--- src/rtl/instr_stream_if.sv ---
// Instruction stream bus: program load, run control and issue outputs.
// master drives load/start/mode/stall/pc; slave returns instr and status.
interface instr_stream_if #(
  parameter int N  = 16,
  parameter int AW = 5
);
  logic          load_en;
  logic [AW-1:0] load_addr;
  logic [N-1:0]  load_data;
  logic          start;
  logic          mode;
  logic          stall;
  logic [N-1:0]  pc;
  logic [N-1:0]  instr;
  logic          instr_valid;
  logic          busy;
  logic          done;
  logic          err;
  logic [15:0]   issued_count;

  modport master (
    output load_en, load_addr, load_data,
    output start, mode, stall, pc,
    input  instr, instr_valid, busy,
    input  done, err, issued_count
  );

  modport slave (
    input  load_en, load_addr, load_data,
    input  start, mode, stall, pc,
    output instr, instr_valid, busy,
    output done, err, issued_count
  );
endinterface

--- src/rtl/instr_stream_ctrl.sv ---
// Loadable program store issuing one instruction per cycle, sequential
// or PC-follow. Ports: clk, reset (sync, active-high), bus (slave).
module instr_stream_ctrl #(
  parameter int N = 16,
  parameter int AW = 5,
  parameter int PC_SHIFT = 1,
  parameter logic [N-1:0] HALT_WORD = 16'hFFFF,
  parameter logic [N-1:0] NOP_WORD = 16'h0000
) (
  input logic clk,
  input logic reset,
  instr_stream_if.slave bus
);
  typedef enum logic [1:0] {
    IDLE, RUN, DONE
  } state_t;

  state_t st, st_n;
  logic [N-1:0] mem [2**AW];
  logic [N-1:0] instr_q, instr_n;
  logic vld_q, vld_n;
  logic err_q, err_n;
  logic mode_q, mode_n;
  logic [15:0] cnt_q, cnt_n;
  logic [AW:0] plen_q, plen_n;
  logic [AW:0] idx_q, idx_n;

  logic we;
  logic [AW:0] ld_top;
  logic [AW-1:0] addr;
  logic [N-1:0] word;
  logic [N-1:0] pcw;
  logic oob;
  logic stop;

  // Full pc is range-checked, upper bits included.
  assign pcw = bus.pc >> PC_SHIFT;
  assign oob = pcw >= N'(plen_q);
  assign addr = mode_q ? bus.pc[PC_SHIFT +: AW]
                       : idx_q[AW-1:0];
  assign word = mem[addr];
  assign we = bus.load_en && (st != RUN);
  assign ld_top = {1'b0, bus.load_addr} + 1'b1;
  assign stop = (mode_q ? oob : (idx_q == plen_q))
             || (word == HALT_WORD);

  always_comb begin
    st_n = st;
    instr_n = instr_q;
    vld_n = vld_q;
    err_n = err_q;
    cnt_n = cnt_q;
    plen_n = plen_q;
    idx_n = idx_q;
    mode_n = mode_q;
    if (we && (ld_top > plen_q))
      plen_n = ld_top;
    unique case (st)
      IDLE, DONE: begin
        // Start decision uses the pre-load length.
        if (bus.start) begin
          err_n = 1'b0;
          cnt_n = '0;
          if (plen_q == '0) begin
            st_n = DONE;
          end else begin
            st_n = RUN;
            idx_n = '0;
            mode_n = bus.mode;
            vld_n = 1'b0;
            instr_n = NOP_WORD;
          end
        end
      end
      RUN: begin
        if (!bus.stall) begin
          unique case (1'b1)
            stop: begin
              st_n = DONE;
              instr_n = NOP_WORD;
              vld_n = 1'b0;
              err_n = err_q | (mode_q & oob);
            end
            default: begin
              instr_n = word;
              vld_n = 1'b1;
              idx_n = idx_q + 1'b1;
              if (!(&cnt_q))
                cnt_n = cnt_q + 16'd1;
            end
          endcase
        end
      end
      default: st_n = IDLE;
    endcase
  end

  always_ff @(posedge clk) begin
    if (reset) begin
      st <= IDLE;
      instr_q <= NOP_WORD;
      vld_q <= 1'b0;
      err_q <= 1'b0;
      cnt_q <= '0;
      plen_q <= '0;
      idx_q <= '0;
      mode_q <= 1'b0;
    end else begin
      st <= st_n;
      instr_q <= instr_n;
      vld_q <= vld_n;
      err_q <= err_n;
      cnt_q <= cnt_n;
      plen_q <= plen_n;
      idx_q <= idx_n;
      mode_q <= mode_n;
    end
  end

  // Store is never cleared; plen_q gates every read.
  always_ff @(posedge clk) begin
    if (we && !reset)
      mem[bus.load_addr] <= bus.load_data;
  end

  assign bus.instr = instr_q;
  assign bus.instr_valid = vld_q;
  assign bus.busy = (st == RUN);
  assign bus.done = (st == DONE);
  assign bus.err = err_q;
  assign bus.issued_count = cnt_q;
endmodule

--- src/flat_wrapper.sv ---
// flat-port wrapper written by rule: the top's interface ports become plain ports
module instr_stream_ctrl_flat 
#(
  parameter int N = 16,
  parameter int AW = 5,
  parameter int PC_SHIFT = 1,
  parameter logic [N-1:0] HALT_WORD = 16'hFFFF,
  parameter logic [N-1:0] NOP_WORD = 16'h0000
)
  (clk, reset, bus_load_en, bus_load_addr, bus_load_data, bus_start, bus_mode, bus_stall, bus_pc, bus_instr, bus_instr_valid, bus_busy, bus_done, bus_err, bus_issued_count);
  instr_stream_if #(.N(N), .AW(AW)) bus_i ();
  input logic clk;
  input logic reset;
  input wire logic [$bits(bus_i.load_en)-1:0] bus_load_en;
  input wire logic [$bits(bus_i.load_addr)-1:0] bus_load_addr;
  input wire logic [$bits(bus_i.load_data)-1:0] bus_load_data;
  input wire logic [$bits(bus_i.start)-1:0] bus_start;
  input wire logic [$bits(bus_i.mode)-1:0] bus_mode;
  input wire logic [$bits(bus_i.stall)-1:0] bus_stall;
  input wire logic [$bits(bus_i.pc)-1:0] bus_pc;
  output wire logic [$bits(bus_i.instr)-1:0] bus_instr;
  output wire logic [$bits(bus_i.instr_valid)-1:0] bus_instr_valid;
  output wire logic [$bits(bus_i.busy)-1:0] bus_busy;
  output wire logic [$bits(bus_i.done)-1:0] bus_done;
  output wire logic [$bits(bus_i.err)-1:0] bus_err;
  output wire logic [$bits(bus_i.issued_count)-1:0] bus_issued_count;
  assign bus_i.load_en = bus_load_en;
  assign bus_i.load_addr = bus_load_addr;
  assign bus_i.load_data = bus_load_data;
  assign bus_i.start = bus_start;
  assign bus_i.mode = bus_mode;
  assign bus_i.stall = bus_stall;
  assign bus_i.pc = bus_pc;
  assign bus_instr = bus_i.instr;
  assign bus_instr_valid = bus_i.instr_valid;
  assign bus_busy = bus_i.busy;
  assign bus_done = bus_i.done;
  assign bus_err = bus_i.err;
  assign bus_issued_count = bus_i.issued_count;
  instr_stream_ctrl #(.N(N), .AW(AW), .PC_SHIFT(PC_SHIFT), .HALT_WORD(HALT_WORD), .NOP_WORD(NOP_WORD)) u_core (.clk(clk), .reset(reset), .bus(bus_i));
endmodule
--- config.mk ---
export PLATFORM = sky130hd
export DESIGN_NAME = instr_stream_ctrl_flat
export DESIGN_NICKNAME = d
export VERILOG_FILES = /design/src/rtl/instr_stream_if.sv /design/src/rtl/instr_stream_ctrl.sv /design/src/flat_wrapper.sv
export SDC_FILE = /design/constraint.sdc
export NUM_CORES = 1
export LEC_CHECK = 0
export CORE_MARGIN = 3
export CORE_UTILIZATION = 40
export CTS_CLUSTER_DIAMETER = 60
export DETAILED_ROUTE_END_ITERATION = 16
export GPL_TIMING_DRIVEN = 0
export PLACE_DENSITY = 0.62
export SYNTH_ARGS = -nofsm -noshare
export SYNTH_HDL_FRONTEND = slang
export SYNTH_SLANG_ARGS = --single-unit
--- constraint.sdc ---
create_clock -name clk -period 3.9 [get_ports clk]
set_input_delay 0.39 -clock clk [delete_from_list [all_inputs] [get_ports clk]]
set_output_delay 0.39 -clock clk [all_outputs]
set_load 0.1 [all_outputs]
* Word level (Yosys, flattened, before mapping)
Memories as Yosys holds them, arrays and structs flattened.
Index checks and enable logic that the tools add are counted.
** Operators by class
- Divide/modulo/power cells :: 0
- Mux-type cells :: 33
- Equal/unequal tests :: 11
- Multiply operators :: 0
- Bitwise operators :: 3
- Add/subtract/negate cells :: 3
- Shifts and indexed selects :: 0
- Reductions and logical operators :: 16
- Order comparisons :: 2
** Operators by type and width (count)
- $mux W16 :: 8
- $pmux W16 S2 :: 2
- $mux W6 :: 4
- $add A16 B1 Y16 const B :: 1
- $eq A16 B16 Y1 const B :: 1
- $reduce_and A16 Y1 :: 1
- $ge A15 B6 Y1 :: 1
- $pmux W6 S2 :: 1
- $mux W1 :: 10
- $ne A2 B2 Y1 const B :: 5
- $reduce_and A5 Y1 :: 2
- $mux W2 :: 4
- $reduce_and A4 Y1 :: 2
- $add A5 B1 Y6 const B :: 1
- $add A6 B1 Y6 const B :: 1
- $eq A6 B6 Y1 :: 1
- $gt A6 B6 Y1 :: 1
- $logic_not A6 Y1 :: 1
- $reduce_and A3 Y1 :: 2
- $mux W5 :: 1
- $ne A2 B1 Y1 const B :: 2
- $pmux W1 S2 :: 2
- $pmux W2 S2 :: 1
- $logic_and A1 B1 Y1 :: 3
- 10 further kinds :: 10
** Word-level totals
- Output and inout bits :: 36
- Flip-flop bits (word level) :: 49
- Bits in latches :: 0
- Memory bits (read-only) :: 0
- Bits in writable memories :: 512
- Input bits :: 43
- Memories :: 1
** Memories
- u_core.mem :: words 32, bits a word 16, read ports 1, clocked after memory_dff 0, wr ports 1, RTL line instr_stream_ctrl.sv:19 : logic [N-1:0] mem [2**AW];

* Longest topological paths before layout
An unclocked memory read counts as a cell.
- Word-level depth :: 7
- Gate-level depth with buffers :: 17

* Worst setup path before layout
OpenSTA, ideal clock, no wires.
- Kind :: reg-to-reg
- Start :: register u_core.cnt_q[3] (netlist: u_core.bus.issued_count[3])
- End :: register u_core.cnt_q[10] (netlist: u_core.bus.issued_count[10])
- Arrival :: 3.131 ns
- Buffers on the path :: 1
- Slack :: 0.689 ns
- Stages on the path, launching flop included :: 12
- Clock period less this slack :: 3.211 ns
- Required time :: 3.820 ns
- Cell sequence :: dfxtp_1 and4_1 and2_1 and4_1 nand2_1 nor2_1 and3_1 and4_1 clkbuf_1 nand2b_1 o21ai_2 a22oi_1
** On the way
- Longest elaborated chain between the ends :: 5
** Ends and longest elaborated chain
- start: declaration :: RTL line instr_stream_ctrl.sv:24 : logic [15:0] cnt_q, cnt_n;
- start signal: assignment :: RTL line instr_stream_ctrl.sv:113 : cnt_q <= cnt_n;
- $add A16 B1 Y16 :: RTL line instr_stream_ctrl.sv:89 : cnt_n = cnt_q + 16'd1;
- $mux W16 :: RTL line instr_stream_ctrl.sv:88 : if (!(&cnt_q))
- $mux W16 :: RTL line instr_stream_ctrl.sv:77 : unique case (1'b1)
- $mux W16 :: RTL line instr_stream_ctrl.sv:76 : if (!bus.stall) begin
- $pmux W16 S2 :: RTL line instr_stream_ctrl.sv:58 : unique case (st)
Several ways; a longest one is shown, not always the timed one. The select of a mux whose other input is x is not followed.
A chain may end at the register's enable or synchronous reset.

* Final worst setup path
- Start :: register u_core.idx_q[3]
- End :: register u_core.instr_q[2] (netlist: u_core.bus.instr[2])
** On the way
- Longest elaborated chain between the ends :: 7
** Ends and longest elaborated chain
- start: declaration :: RTL line instr_stream_ctrl.sv:26 : logic [AW:0] idx_q, idx_n;
- start signal: assignment :: RTL line instr_stream_ctrl.sv:115 : idx_q <= idx_n;
- $mux W5 :: RTL line instr_stream_ctrl.sv:39 : assign addr = mode_q ? bus.pc[PC_SHIFT +: AW]
- $mem_v2 Z32 W16
- $eq A16 B16 Y1 :: RTL line instr_stream_ctrl.sv:45 : || (word == HALT_WORD);
- $logic_or A1 B1 Y1 :: RTL line instr_stream_ctrl.sv:45
- $mux W16 * :: RTL line instr_stream_ctrl.sv:77
- $mux W16 * :: RTL line instr_stream_ctrl.sv:76
- $pmux W16 S2 * :: RTL line instr_stream_ctrl.sv:58
- end signal: assignment :: RTL line instr_stream_ctrl.sv:110 : instr_q <= instr_n;
- end: declaration :: RTL line instr_stream_ctrl.sv:20 : logic [N-1:0] instr_q, instr_n;
Mark *: on every way between the ends. The rest lies on a longest branch, timed or not. The select of a mux whose other input is x is not followed.

==> summary.md <==
| Metric | Value |
|---|---|
| Global Route met2 Usage | `between 40% and 50%` |
| Core ar. | `0.0596 mm2` |
| Worst slew pin tran | `1330 ps` |
| Setup CP Type | `reg -> reg` |
| Gp weighted congestion | `0.941` |
| Avg Cell Area, Syn | `13.8 um2` |
| CTS sink cnt | `roughly 560` |
| Synth cell types | `77` |
| CP Data Required Time | `4420 ps` |
| Worst reg2reg path endpoint | `u_core.bus.instr[2]` |
| Vias post-DR | `17.1k` |
| Routed wire length per instance | `slightly below 30 um` |
| Adder-cell share of the synthesized area | `less than 1%` |
| CTS tree | `done` |
| Endpoints failing hold | `0` |
| Synth Warn # | `0` |
| GR peak layer | `met2` |
| Nets | `1990` |
| Setup crit start | `u_core.idx_q[3]` |
| Max IR drop VDD | `0.325 mV` |
| HPWL after detailed placement | `between 50000 and 60000 um` |
| Via/cell ratio | `between 6 and 7` |
| Leak Pwr | `9.35 nW` |
| Worst path slowest cell | `o22a_1` |
| Mux cell area share after synthesis | `7.81%` |
| Pre-CTS setup slack | `-1810 ps` |
| Clock transition at path regs | `60 ps` |
| Max Fclk | `258 MHz` |
| Met1 Track Usage GR | `34.3%` |
| Num rows | `89` |
| Final Setup Violations | `0` |
| Max_cap viols | `0` |
| Total track usage | `25.4%` |
| GR Util met3 | `3.88%` |
| Vias in the first global route | `16.3k` |
| Sequential share of the synthesized area | `67.3%` |
| Die Y-Extent | `around 250 um` |
| Slowest stage delay, CP | `between 500 and 600 ps` |
| Register-to-register path setup slack | `30 ps` |
| Period utilisation layout | `between 90% and 100%` |
| P per Cell Area | `483 mW/mm2` |
| Initial DRC count | `2393` |
| Clock Path Buffers | `3` |
| Total Wirelength | `82000 um` |
| XOR/XNOR share of the synthesized area | `0.325%` |
| Port Buf Inserts | `73` |
| H-tree Lvls | `2` |
| Max-slew violations | `0` |
| CP Cell Sequence | `clkbuf_1 -> clkbuf_2 -> o22a_1 -> o22ai_1 -> a31oi_1 -> and2_0 -> a22o_1 -> nand2_2 -> o31ai_4 -> or2_4 -> buf_4 -> o21ai_1` |
| First-pass GRT wire length | `about 120000 um` |
| Diode count | `0` |
| Root Buffer | `clkbuf_16` |
| Largest net degree at the start of global routing | `33` |
| Reg-to-Reg Start | `u_core.idx_q[3]` |
| Min cycle time layout | `3870 ps` |
| Complex-gate fraction of the synthesized area | `11.3%` |
| EDFF count, synth | `512` |
| Main flop type after synthesis | `edfxtp_1` |
| # fillers | `between 5k and 6k` |
| Hold EP | `u_core.bus.issued_count[9]` |
| Inserted Clock Buffers | `59` |
| Synth area leaders | `edfxtp_1 63%, mux4_2 5.5%, dfxtp_1 4.0%` |
| Leading area contributor after synthesis | `edfxtp_1` |
| Syn Inst Count | `roughly 1.8k` |
| Post-synth top area share | `a little over three fifths` |
| Hold Path Stages | `3` |
| Area of the multi-input gates | `roughly 0.0077 mm2` |
| GR Overflow Total | `0` |
| Detailed-route DRC error count | `0` |
| Io pins | `79` |
| Initial core utilization | `40.8%` |
| Hold Crit Class | `in -> reg` |
| DRT Pass-1 Iters | `8` |
| Synth Cell Area | `0.0243 mm2` |
| Hold-fix buffers, CTS | `0` |
| Main combinational cell family by area after synthesis | `compound AO/OA/AOI/OAI gates` |
| Clock Skew | `40.9 ps` |
| Crit. End Element | `flop` |
| #FFs+latches synth | `561` |
| Synthesized Nets | `1817` |
| Worst setup SP type | `flop` |
| Reg area | `0.0164 mm2` |
| Hold_sp | `reset` |
| Synth cell count leaders | `512 x edfxtp_1, 183 x nor2_1, 139 x nand2_1, 106 x o21ai_0, 62 x clkbuf_1` |
| Post-Place Cell Area | `0.0266 mm2` |
| Worst R2R Path Depth | `12` |
| Die Span X | `252 um` |
| Skew-Pair Late Insertion Delay | `640 ps` |
| CP max FO | `10` |
| Cell with the most instances after synthesis | `edfxtp_1` |
| Setup TNS | `0 ps` |
| Full die area | `0.0637 mm2` |
| Detail Route Antenna Nets | `0` |
| Hold WS | `307 ps` |
| Max-slew headroom | `10.9%` |
| Total power | `14.0 mW` |
| Area Growth Syn to Fin | `19.7%` |
| Outcome | `completed` |
| Fraction of layout cells with a size suffix above 1 | `19.1%` |
| Design area | `slightly below 0.03 mm2` |
| Worst Path Arrival | `4390 ps` |
| Post-Synth Simple-Gate Area | `9.63%` |
| Setup WS post-layout | `between 20 and 30 ps` |
| Initial antenna violation count | `0` |
| Async S/R FF share, synth | `0%` |
-- per-layer routing --
layer	share of wire, %	up-vias	routed length, um
met5	0	-	0
met4	5.4	0	4410
met3	9.7	233	7920
met2	46	997	37900
met1	39	8676	31700
li1	-	7203	-
-- per-stage QoR --
stage | instances | util (%)
3_3_place_gp | 2602 | 43.6
4_1_cts | 2742 | 48.4
2_1_floorplan | 1756 | -
3_5_place_dp | 2629 | 44.7
6_report | 2748 | 48.8
5_1_grt | 2748 | 48.8
-- cells by family (layout without fill, tap and decap cells) --
group | Yosys count | count (layout)
buffers and inverters | 138 | 357
adder cells (fa/ha/maj) | 18 | 18
AND/OR/NAND/NOR | 506 | 506
XOR/XNOR | 9 | 9
AO/OA/AOI/OAI | 411 | 411
flip-flops | 561 | 561
multiplexers | 113 | 113
-- flip-flops by register name, summed over array words and instances, names as in the netlist --
name	cells
u_core.bus.instr	16
u_core.bus.err	1
u_core.idx_q	6
u_core.plen_q	6
u_core.mem	512
u_core.bus.instr_valid	1
u_core.mode_q	1
u_core.st	2
u_core.bus.issued_count	16
-- worst max-delay path by stage --
stage / end / slack (ps) / depth (start not counted)
final: u_core.bus.instr[2] / 30 / 12
after global routing: u_core.idx_q[0] / -7 / 16
after CTS: u_core.bus.instr[2] / 0.7 / 15
after detailed placement: u_core.bus.instr[1] / -1810 / 12
after global placement: u_core.bus.instr[5] / -2320 / 14
after floorplan: u_core.bus.issued_count[10] / 690 / 11
-- final cells by class --
cell class	instances	share of cell area (%)
Inverter	23	0.310
Clock buffer	68	5.26
Multi-Input combinational cell	1057	26.4
Clock inverter	39	1.29
Sequential cell	561	56.3
Buffer	113	2.65
Tap cell	773	3.33
Timing Repair Buffer	114	4.56
-- what timing repair did --
item / CTS / global route
resized for setup: 102 / 67
buffers inserted: 8 / 6
endpoints found under the setup margin: 41 / 39
pin swaps: 9 / 12
-- power by group --
group,switching [mW],internal [mW],total (mW)
Clock,2.41,3.15,5.55
Sequential,0.0274,6.61,6.64
Combinational,1.22,0.623,1.84
-- critical path: cells and delay by family, from the launching register on --
kind | cells | cell delay [ps]
DFF | 1 | 310
AOI/OAI and AO/OA | 6 | 1700
buffers and inverters | 3 | 950
and+or+nand+nor | 3 | 740
-- placed cells by master, fill, tap and decap left out, drive strengths merged, types with 11 or more instances in the layout --
master,count
edfxtp,512
nor2,183
nand2,139
clkbuf,129
o21ai,116
buf,94
clkdlybuf4s50,72
mux4,59
dfxtp,49
o22ai,49
mux2i,45
a21oi,44
nand3,37
o211ai,37
nor3,33
a22oi,32
clkinv,30
o21bai,24
inv,24
and3,18
ha,18
nand4,16
nor2b,15
or3,11
a221oi,11
nor4,11
(Power assumes the default switching activity.)
